--- src/rtl/stage_transition_pkg.sv ---
// Shared types and constants for the stage transition sequencer.
//   state_e  : sequencer states
//   OVER_*   : World status codes on the `over` bus
//   LVL_MAX  : full-brightness fade level
package stage_pkg;

   localparam int unsigned OVER_W = 2;
   localparam int unsigned LVL_W  = 4;
   localparam int unsigned MASK_W = 3 * LVL_W;

   typedef enum logic [2:0] {
      RUN,
      FADE_OUT,
      HOLD,
      RESET,
      FADE_IN
   } state_e;

   localparam logic [OVER_W-1:0] OVER_NONE = 2'b00;
   localparam logic [OVER_W-1:0] OVER_DEAD = 2'b01;
   localparam logic [OVER_W-1:0] OVER_WIN  = 2'b10;

   localparam logic [LVL_W-1:0] LVL_MAX = 4'd15;

endpackage

--- src/rtl/stage_transition_if.sv ---
// World/Output-facing signal bundle of the stage transition sequencer.
//   frame_tick : frame-rate square wave into the sequencer
//   over       : World status into the sequencer
//   mask       : {R,G,B} brightness mask out to Output
//   world_rstn : active-low World reset
//   stage      : current level index
//   busy       : high whenever a transition is in progress
interface stage_transition_if;
   import stage_pkg::*;

   logic                frame_tick;
   logic [OVER_W-1:0]   over;
   logic [MASK_W-1:0]   mask;
   logic                world_rstn;
   logic                stage;
   logic                busy;

   // Environment side (World / Output / testbench).
   modport master (
      output frame_tick, over,
      input  mask, world_rstn, stage, busy
   );

   // Sequencer side.
   modport slave (
      input  frame_tick, over,
      output mask, world_rstn, stage, busy
   );

endinterface

--- src/rtl/stage_transition_frame_edge.sv ---
// Two-flop sampler of the frame-rate square wave with a rising-edge pulse.
//   clk        : system clock
//   rstn       : synchronous active-low reset
//   frame_tick : asynchronous-ish frame square wave
//   tick       : one-clk pulse per rising edge of frame_tick
module frame_edge (
   input  logic clk,
   input  logic rstn,
   input  logic frame_tick,
   output logic tick
);

   logic f0_q;
   logic f1_q;

   // Sample stage plus delayed copy for edge detection.
   always_ff @(posedge clk) begin
      if (!rstn) begin
         f0_q <= 1'b0;
         f1_q <= 1'b0;
      end else begin
         f0_q <= frame_tick;
         f1_q <= f0_q;
      end
   end

   assign tick = f0_q & ~f1_q;

endmodule

--- src/rtl/stage_transition.sv ---
// Screen transition sequencer between World and the VGA output path:
// fades to black on a game-over, holds, resets World, bumps the stage on a
// win and fades back in.
//   clk  : system clock
//   rstn : synchronous active-low reset
//   bus  : frame_tick/over in, mask/world_rstn/stage/busy out
module stage_transition
   import stage_pkg::*;
#(
   parameter int unsigned STEP_FRAMES = 2,
   parameter int unsigned HOLD_FRAMES = 30,
   parameter int unsigned RST_CYCLES  = 4
) (
   input  logic                 clk,
   input  logic                 rstn,
   stage_transition_if.slave    bus
);

   localparam int unsigned FRM_MAX = (STEP_FRAMES > HOLD_FRAMES) ? STEP_FRAMES : HOLD_FRAMES;
   localparam int unsigned FW      = $clog2(FRM_MAX) + 1;
   localparam int unsigned RW      = $clog2(RST_CYCLES) + 1;

   state_e             state_q, state_d;
   logic [LVL_W-1:0]   lvl_q, lvl_d;
   logic               wrst_q, wrst_d;
   logic               stage_q, stage_d;
   logic               win_q, win_d;
   logic               busy_q, busy_d;
   logic [FW-1:0]      frm_q, frm_d;
   logic [RW-1:0]      rcnt_q, rcnt_d;
   logic               tick;
   logic               step_c;

   frame_edge u_frame_edge (
      .clk        (clk),
      .rstn       (rstn),
      .frame_tick (bus.frame_tick),
      .tick       (tick)
   );

   // A step is the tick that completes a STEP_FRAMES count.
   assign step_c = tick && (frm_q == FW'(STEP_FRAMES - 1));

   // Next-state and output logic.
   always_comb begin
      state_d = state_q;
      lvl_d   = lvl_q;
      wrst_d  = wrst_q;
      stage_d = stage_q;
      win_d   = win_q;
      busy_d  = busy_q;
      frm_d   = frm_q;
      rcnt_d  = rcnt_q;

      unique case (state_q)
         RUN: begin
            lvl_d  = LVL_MAX;
            wrst_d = 1'b1;
            busy_d = 1'b0;
            if (bus.over != OVER_NONE) begin
               win_d   = (bus.over == OVER_WIN);
               frm_d   = '0;
               rcnt_d  = '0;
               busy_d  = 1'b1;
               state_d = FADE_OUT;
            end
         end
         FADE_OUT: begin
            if (tick) begin
               frm_d = step_c ? '0 : frm_q + FW'(1);
            end
            if (step_c) begin
               lvl_d = lvl_q - LVL_W'(1);
               if (lvl_q == LVL_W'(1)) begin
                  state_d = HOLD;
               end
            end
         end
         HOLD: begin
            if (tick) begin
               if (frm_q == FW'(HOLD_FRAMES - 1)) begin
                  frm_d   = '0;
                  rcnt_d  = '0;
                  wrst_d  = 1'b0;
                  stage_d = stage_q ^ win_q;
                  state_d = RESET;
               end else begin
                  frm_d = frm_q + FW'(1);
               end
            end
         end
         RESET: begin
            if (rcnt_q == RW'(RST_CYCLES - 1)) begin
               wrst_d  = 1'b1;
               frm_d   = '0;
               state_d = FADE_IN;
            end else begin
               rcnt_d = rcnt_q + RW'(1);
            end
         end
         FADE_IN: begin
            if (tick) begin
               frm_d = step_c ? '0 : frm_q + FW'(1);
            end
            if (step_c) begin
               lvl_d = lvl_q + LVL_W'(1);
               if (lvl_q == LVL_MAX - LVL_W'(1)) begin
                  busy_d  = 1'b0;
                  state_d = RUN;
               end
            end
         end
         default: begin
            state_d = RUN;
         end
      endcase
   end

   // State and output registers; reset keeps World held in reset too.
   always_ff @(posedge clk) begin
      if (!rstn) begin
         state_q <= RUN;
         lvl_q   <= LVL_MAX;
         wrst_q  <= 1'b0;
         stage_q <= 1'b0;
         win_q   <= 1'b0;
         busy_q  <= 1'b0;
         frm_q   <= '0;
         rcnt_q  <= '0;
      end else begin
         state_q <= state_d;
         lvl_q   <= lvl_d;
         wrst_q  <= wrst_d;
         stage_q <= stage_d;
         win_q   <= win_d;
         busy_q  <= busy_d;
         frm_q   <= frm_d;
         rcnt_q  <= rcnt_d;
      end
   end

   assign bus.mask       = {lvl_q, lvl_q, lvl_q};
   assign bus.world_rstn = wrst_q;
   assign bus.stage      = stage_q;
   assign bus.busy       = busy_q;

endmodule

--- src/flat_wrapper.sv ---
// flat-port wrapper written by rule: the top's interface ports become plain ports
module stage_transition_flat import stage_pkg::*;
#(
   parameter int unsigned STEP_FRAMES = 2,
   parameter int unsigned HOLD_FRAMES = 30,
   parameter int unsigned RST_CYCLES  = 4
)
  (clk, rstn, bus_frame_tick, bus_over, bus_mask, bus_world_rstn, bus_stage, bus_busy);
  stage_transition_if bus_i ();
  input  logic clk;
  input  logic rstn;
  input wire logic [$bits(bus_i.frame_tick)-1:0] bus_frame_tick;
  input wire logic [$bits(bus_i.over)-1:0] bus_over;
  output wire logic [$bits(bus_i.mask)-1:0] bus_mask;
  output wire logic [$bits(bus_i.world_rstn)-1:0] bus_world_rstn;
  output wire logic [$bits(bus_i.stage)-1:0] bus_stage;
  output wire logic [$bits(bus_i.busy)-1:0] bus_busy;
  assign bus_i.frame_tick = bus_frame_tick;
  assign bus_i.over = bus_over;
  assign bus_mask = bus_i.mask;
  assign bus_world_rstn = bus_i.world_rstn;
  assign bus_stage = bus_i.stage;
  assign bus_busy = bus_i.busy;
  stage_transition #(.STEP_FRAMES(STEP_FRAMES), .HOLD_FRAMES(HOLD_FRAMES), .RST_CYCLES(RST_CYCLES)) u_core (.clk(clk), .rstn(rstn), .bus(bus_i));
endmodule
--- config.mk ---
export PLATFORM = sky130hd
export DESIGN_NAME = stage_transition_flat
export DESIGN_NICKNAME = d
export VERILOG_FILES = /design/src/rtl/stage_transition_pkg.sv /design/src/rtl/stage_transition_if.sv /design/src/rtl/stage_transition_frame_edge.sv /design/src/rtl/stage_transition.sv /design/src/flat_wrapper.sv
export SDC_FILE = /design/constraint.sdc
export NUM_CORES = 1
export LEC_CHECK = 0
export BUFFER_PORTS_ARGS = -buffer_cell sky130_fd_sc_hd__buf_2
export CAP_MARGIN = 20
export CORE_MARGIN = 10
export CORE_UTILIZATION = 45
export CTS_BUF_LIST = sky130_fd_sc_hd__clkbuf_8
export DETAILED_ROUTE_END_ITERATION = 10
export PLACE_DENSITY_LB_ADDON = 0.3
export SETUP_SLACK_MARGIN = 0.1
export SYNTH_ARGS = -nofsm -noshare
export SYNTH_HDL_FRONTEND = slang
export SYNTH_SLANG_ARGS = --single-unit
--- constraint.sdc ---
create_clock -name clk -period 4.1 [get_ports clk]
set_clock_uncertainty 0.05 [all_clocks]
set_input_delay 0.615 -clock clk [delete_from_list [all_inputs] [get_ports clk]]
set_output_delay 0.615 -clock clk [all_outputs]
set_load 0.1 [all_outputs]
Yosys cells after proc, flatten, opt, wreduce, memory -nomap -nowiden
Cells that the tools add are included.

cells by class
  add/sub/neg operators = 4
  equality and inequality tests = 20
  multiplexer cells = 32
  bitwise gates (word level) = 3
  reduce and logical (&&, ||, !) cells = 16

operators with widths
  kind                                                                      number
  3-bit 2-to-1 mux                                                          12
  6-bit 2-to-1 mux                                                          6
  6-bit case mux with 4 select lines                                        1
  2-bit by 1-bit inequality test with 1-bit output (second input constant)  9
  3-bit case mux with 5 select lines                                        1
  4-bit case mux with 3 select lines                                        1
  5-bit AND reduction                                                       2
  3-bit by 2-bit equality test with 1-bit output (second input constant)    3
  3-bit case mux with 3 select lines                                        1
  3-bit AND reduction                                                       3
  4-bit 2-to-1 mux                                                          2
  8-bit AND reduction                                                       1
  6-bit by 1-bit adder with 6-bit output (second input constant)            1
  6-bit by 1-bit equality test with 1-bit output (second input constant)    1
  6-bit by 5-bit equality test with 1-bit output (second input constant)    1
  1-bit 2-to-1 mux                                                          6
  3-bit nonzero test                                                        2
  4-bit by 1-bit adder with 4-bit output (second input constant)            1
  4-bit by 1-bit equality test with 1-bit output (second input constant)    1
  4-bit equality test (second input constant)                               1
  4-bit AND reduction                                                       1
  2-bit nonzero test                                                        2
  4-bit nonzero test                                                        1
  4-bit by 1-bit subtractor with 4-bit output (second input constant)       1
  14 further kinds                                                          14

storage, ports and cells
  register bits after elaboration = 22

Depth between registers and ports, before layout
  word-level depth = 6
  depth in mapped cells = 7
  depth with buffers taken out = 7

Hierarchy
Synthesis repeated with hierarchy kept, for this count alone.

second synthesis, totals
  cell total of the unflattened synthesis = 172
  area, all modules = 1410.1 um^2

modules (own cells, without submodules)
  module            instances  cells an instance  area each (um^2)  seq. area each (um^2)
  stage_transition  1          167                1343.8            400.4
  frame_edge        1          5                  66.3              40.0

Worst setup path before layout
No wires, ideal clock.

  path kind = flip-flop to output port
  start = reg u_core.lvl_q[0]
  end = out bus_mask[4]
  data arrival time = 1504 ps
  path slack = 1931 ps
  stages on the path, launching flop included = 2
  cell sequence = dfxtp_1 buf_4

RTL lines
  item                    RTL line                 source
  start, declared         stage_transition.sv:24   logic [LVL_W-1:0] lvl_q, lvl_d;
  start signal, assigned  stage_transition.sv:132  lvl_q <= lvl_d;
  end, declared           flat_wrapper.sv:14       output wire logic [$bits(bus_i.mask)-1:0] bus_mask;

No word-level cell between the ends.

Worst setup path after layout
  start = reg u_core.state_q[1]
  end = reg u_core.frm_q[1]

between the ends
  longest elaborated chain between the ends = 4
  elaborated cells on any way between the ends = 13
  those cells by class = eq/ne (8); mux (1); reduce/logical (4)

ends and longest elaborated chain
  item                                                                                                     RTL line                 source
  start, declared                                                                                          stage_transition.sv:23   state_e state_q, state_d;
  start signal, assigned                                                                                   stage_transition.sv:131  state_q <= state_d;
  3-bit by 1-bit equality test with 1-bit output or 3-bit equality test (tied branches)                    stage_transition.sv:55   unique case (state_q)
  2-bit OR reduction (no source line)                                                                      n/a
  2-bit by 1-bit inequality test with 1-bit output (no source line) or 4-bit nonzero test (tied branches)  n/a
  5-bit AND reduction (no source line)                                                                     n/a
  end signal, assigned                                                                                     stage_transition.sv:137  frm_q <= frm_d;
  end, declared                                                                                            stage_transition.sv:29   logic [FW-1:0] frm_q, frm_d;

Parallel ways exist; a longest one is shown, timed or not.
A chain may end at the register's enable or synchronous reset.

==> reports/metrics.sh <==
CP_SLOWEST_STAGE_DELAY_NS=0.61
FINAL_DESIGN_AREA_NO_FILL_SQ_UM=1490
PORT_BUFFERS=19
CRITPATHMAXFANOUT=20
PLACED_AREA_SQ_UM=1410
CTS_TREE='yes'
IO_PINS=20
DESIGN.FINAL.NETS=191
PWR-SHARE-COMB=0.535
DRT-WIRELENGTH-PER-CELL_UM=15.1
FLOORPLAN.INITIALDENSITY=0.462
CLOCK_POWER_SHARE=0.185
PERIOD_SHARE=0.500
GR-TOTAL-OVERFLOW=0
NETSWITCHINGPOWER_mW=0.586
CRITICAL_PATH_ARRIVAL_NS=2.13
LAYOUT.CORE_UTILIZATION=0.495
DR_TOTAL_VIAS=1234
DP_HPWL_UM=2320
REPORT.POWER.TOTAL_mW=1.10
SEQUENTIAL_AREA_SHARE_AFTER_SYNTHESIS=0.317
ANT_NETS=0
WORST_SLEW_MARGIN_REL=0.594
SYN_AREA_SQ_UM=1390
DRIVE_ABOVE_1_SHARE=0.181
CTS.REPORTEDPATHS.CLKPINSLEW_NS=0.08
DIE_WIDTH_UM=75.5
SYNTHDISTINCTLIBCELLS=44
CTS.ROOT.BUFFER_CELL='sky130_fd_sc_hd__clkbuf_8'
TIMING.CRITICAL_PATH.BUF_INV=0
WORST_IR_DROP_VDD_mV=0.293
STATIC-LEAKAGE-POWER_nW=0.583
GRT_START_MAX_NET_PINS=21
CLKLATENCYLATEPIN_NS=0.27
CTS_HTREE_LEVELS=1
ASYNCSETRESETFLOPFRACSYNTH=0
CTS.REPAIR.RESIZED=0
SYNTH_ENABLE_FLOP_CELLS=0
DIODES=0
FIRST_PASS_GRT_WIRE_LENGTH_UM=5300
MAXCAPVIOLCOUNT=0
RUN_STATUS='complete, no violations'
GRT_USE_TOTAL=0.117
INITIAL_ANTENNA_VIOLATION_COUNT=0
CTS.PATH.MAX_BUFFERS=2
CRITICAL_PATH.STARTPOINT_TYPE='flop'
P_INT_mW=0.516
FINAL_MAX_SLEW_VIOL_COUNT=0
FINAL.MIN_CLOCK_PERIOD_NS=2.05
DRTITER0DRC=111
COUNT_OF_PLACED_STANDARD_CELLS_IN_THE_FINAL_LAYOUT_FILLERS_LEFT_OUT=210
SYNTH_NETS=182
TOTAL_OF_FLIP_FLOPS_PLUS_LATCHES_AFTER_SYNTHESIS=22
AVGVIACOUNTPERCELL=5.88
CTS.SINK_COUNT=22
DP_CELLS=206
STD_CELL_ROWS=20
DETAIL_ROUTE.DRC_VIOLATIONS=0
GRT_PASS1_VIAS=1201
RSZ0062_AT_GRT='no'
CTS_HOLD_BUFS=0
CRITICAL_PATH.CELL_CHAIN='or4_1 -> a21oi_1 -> a21o_2 -> nand2b_2 -> o31ai_1'
PLACE.GP.CONGESTION=0.914
CRITICAL_PATH_CLASS='flop to flop'
TIMING_WORST_SLEW_PIN_VALUE_NS=0.609
NETSWITCHINGFRACTION=0.532
HP-CLASS='flop to flop'
FMAX_MHz=488
CPLARGESTDELAYFAMILY='simple AND/OR/NAND/NOR gates'
CTS.REPAIR_TIMING.SETUP_BUFFER_COUNT=0
SYN-MEAN-INSTANCE-AREA_SQ_UM=8.21
CRIT_PATH_TOP_DELAY_CELL='sky130_fd_sc_hd__or4_1'
FIN_SETUP_TNS_NS=0
SYNTHCELLS=169
DIE_Y_UM=75.5
DR.PASS1.ITERS=4
YOSYSWARNINGS=0
SYN2LAYOUT_AREA_GROWTH_PCT=7.03
POWER_DENSITY_nW_PER_UM2=742
SEQ_POWER_SHARE=0.280
TIMING.CRITICAL_PATH.TO_TYPE='flop'
FINALSETUPVIOLATIONS=0
DESIGN.DIE.AREA_SQ_UM=5700
SYNTH_FLOP_TYPE='sky130_fd_sc_hd__dfxtp_1'
CRIT_REQUIRED_NS=4.18
CORE_SQ_UM=3000
FINALHOLDVIOLATIONS=0
WIRELENGTH_UM=3180
TRITONCTS.NUM_BUFFERS=3
-- cell type report --
type | count | area (sq um)
timing repair buffer | 19 | 95.1
sequential | 22 | 440
clock inverter | 1 | 30.0
fill | 287 | 1520
multi-input combinational | 123 | 803
tap | 33 | 41.3
clock buffer | 3 | 41.3
inverter | 9 | 33.8
-- through the flow --
step / hold WS [ns] / worst slack, ns
after detailed placement: 0.395 / 1.96
after global placement: 0.393 / 2.00
after global routing: 0.423 / 1.92
after CTS: 0.406 / 2.09
final: 0.405 / 2.05
after floorplan: 0.382 / 1.93
-- cells by family after synthesis --
| kind of cell | share of synthesized area |
|---|---|
| AOI/OAI and AO/OA | 0.214 |
| xor gates and xnor gates | 0.00631 |
| adders and majority gates | 0.0721 |
| buffers and inverters | 0.104 |
| DFF | 0.317 |
| muxes | 0.0216 |
| and+or+nand+nor | 0.265 |
-- power by group through the flow --
stage	clock (mW)	sequential, mW	combinational (mW)
3_3_place_gp	0	0.310	0.579
5_1_grt	0.217	0.319	0.630
2_1_floorplan	0	0.400	0.440
3_5_place_dp	0	0.312	0.588
4_1_cts	0.206	0.307	0.591
6_report	0.204	0.308	0.590
-- metal layers --
metal | wire length, um | global-route usage | part of all wire | vias up
met5 | 0 | 0 | 0 | -
met1 | 1500 | 0.143 | 0.47 | 564
met4 | 67 | 0.0433 | 0.021 | 0
met3 | 189 | 0.0234 | 0.059 | 9
li1 | - | - | - | 618
met2 | 1420 | 0.197 | 0.45 | 43
-- flip-flops by register name, summed over array words and instances, names as in the netlist --
| signal | count |
|---|---|
| u_core.bus.busy | 1 |
| u_core.rcnt_q | 3 |
| u_core.bus.world_rstn | 1 |
| u_core.bus.stage | 1 |
| u_core.state_q | 3 |
| u_core.frm_q | 6 |
| u_core.lvl_q | 4 |
| u_core.u_frame_edge.f0_q | 1 |
| u_core.win_q | 1 |
| u_core.u_frame_edge.f1_q | 1 |
-- final timing paths --
kind / cells past startpoint / from / slack (ns) / endpoint
max: 5 / u_core.state_q[1] / 2.05 / u_core.frm_q[1]
min: 2 / u_core.rcnt_q[2] / 0.41 / u_core.rcnt_q[2]
max reg2reg: 5 / u_core.state_q[1] / 2.05 / u_core.frm_q[1]
min reg2reg: 2 / u_core.rcnt_q[2] / 0.41 / u_core.rcnt_q[2]
-- tightest hold or removal path: stages, from the launching register on --
cell and delay (ns):
sky130_fd_sc_hd__dfxtp_1 0.31, sky130_fd_sc_hd__nand2_1 0.05, sky130_fd_sc_hd__a21oi_1 0.05
-- Yosys cell counts (2+ instances only) --
cell,number,area (sq um)
sky130_fd_sc_hd__nand2_1,10,37.5
sky130_fd_sc_hd__a21oi_1,12,60.1
sky130_fd_sc_hd__o31ai_1,4,30.0
sky130_fd_sc_hd__mux2i_1,3,30.0
sky130_fd_sc_hd__inv_1,9,33.8
sky130_fd_sc_hd__and2_1,3,18.8
sky130_fd_sc_hd__buf_6,2,22.5
sky130_fd_sc_hd__a32oi_1,5,43.8
sky130_fd_sc_hd__buf_4,10,75.1
sky130_fd_sc_hd__a31oi_1,3,18.8
sky130_fd_sc_hd__nor2_1,17,63.8
sky130_fd_sc_hd__nor3_1,3,15.0
sky130_fd_sc_hd__ha_1,8,100
sky130_fd_sc_hd__dfxtp_1,22,440
sky130_fd_sc_hd__nand3_1,11,55.1
sky130_fd_sc_hd__o41ai_1,3,26.3
sky130_fd_sc_hd__nand3b_1,3,22.5
sky130_fd_sc_hd__or3_1,2,12.5
sky130_fd_sc_hd__clkbuf_1,2,7.51
sky130_fd_sc_hd__or3b_2,2,17.5
sky130_fd_sc_hd__and3_1,2,12.5
sky130_fd_sc_hd__o21ai_0,8,40.0
sky130_fd_sc_hd__nand2b_1,4,25.0
-- cells in the final DEF (no fill, tap or decap), drive strengths merged, types with 2 or more instances in the layout --
| cell | count |
|---|---|
| a21oi | 12 |
| a31oi | 3 |
| a32oi | 5 |
| and2 | 3 |
| and3 | 4 |
| buf | 19 |
| clkbuf | 3 |
| dfxtp | 22 |
| ha | 8 |
| inv | 9 |
| mux2i | 3 |
| nand2 | 11 |
| nand2b | 5 |
| nand3 | 11 |
| nand3b | 3 |
| nor2 | 17 |
| nor3 | 3 |
| o21ai | 8 |
| o31ai | 4 |
| o41ai | 3 |
| or3 | 2 |
| or3b | 2 |
(Power assumes the default switching activity.)
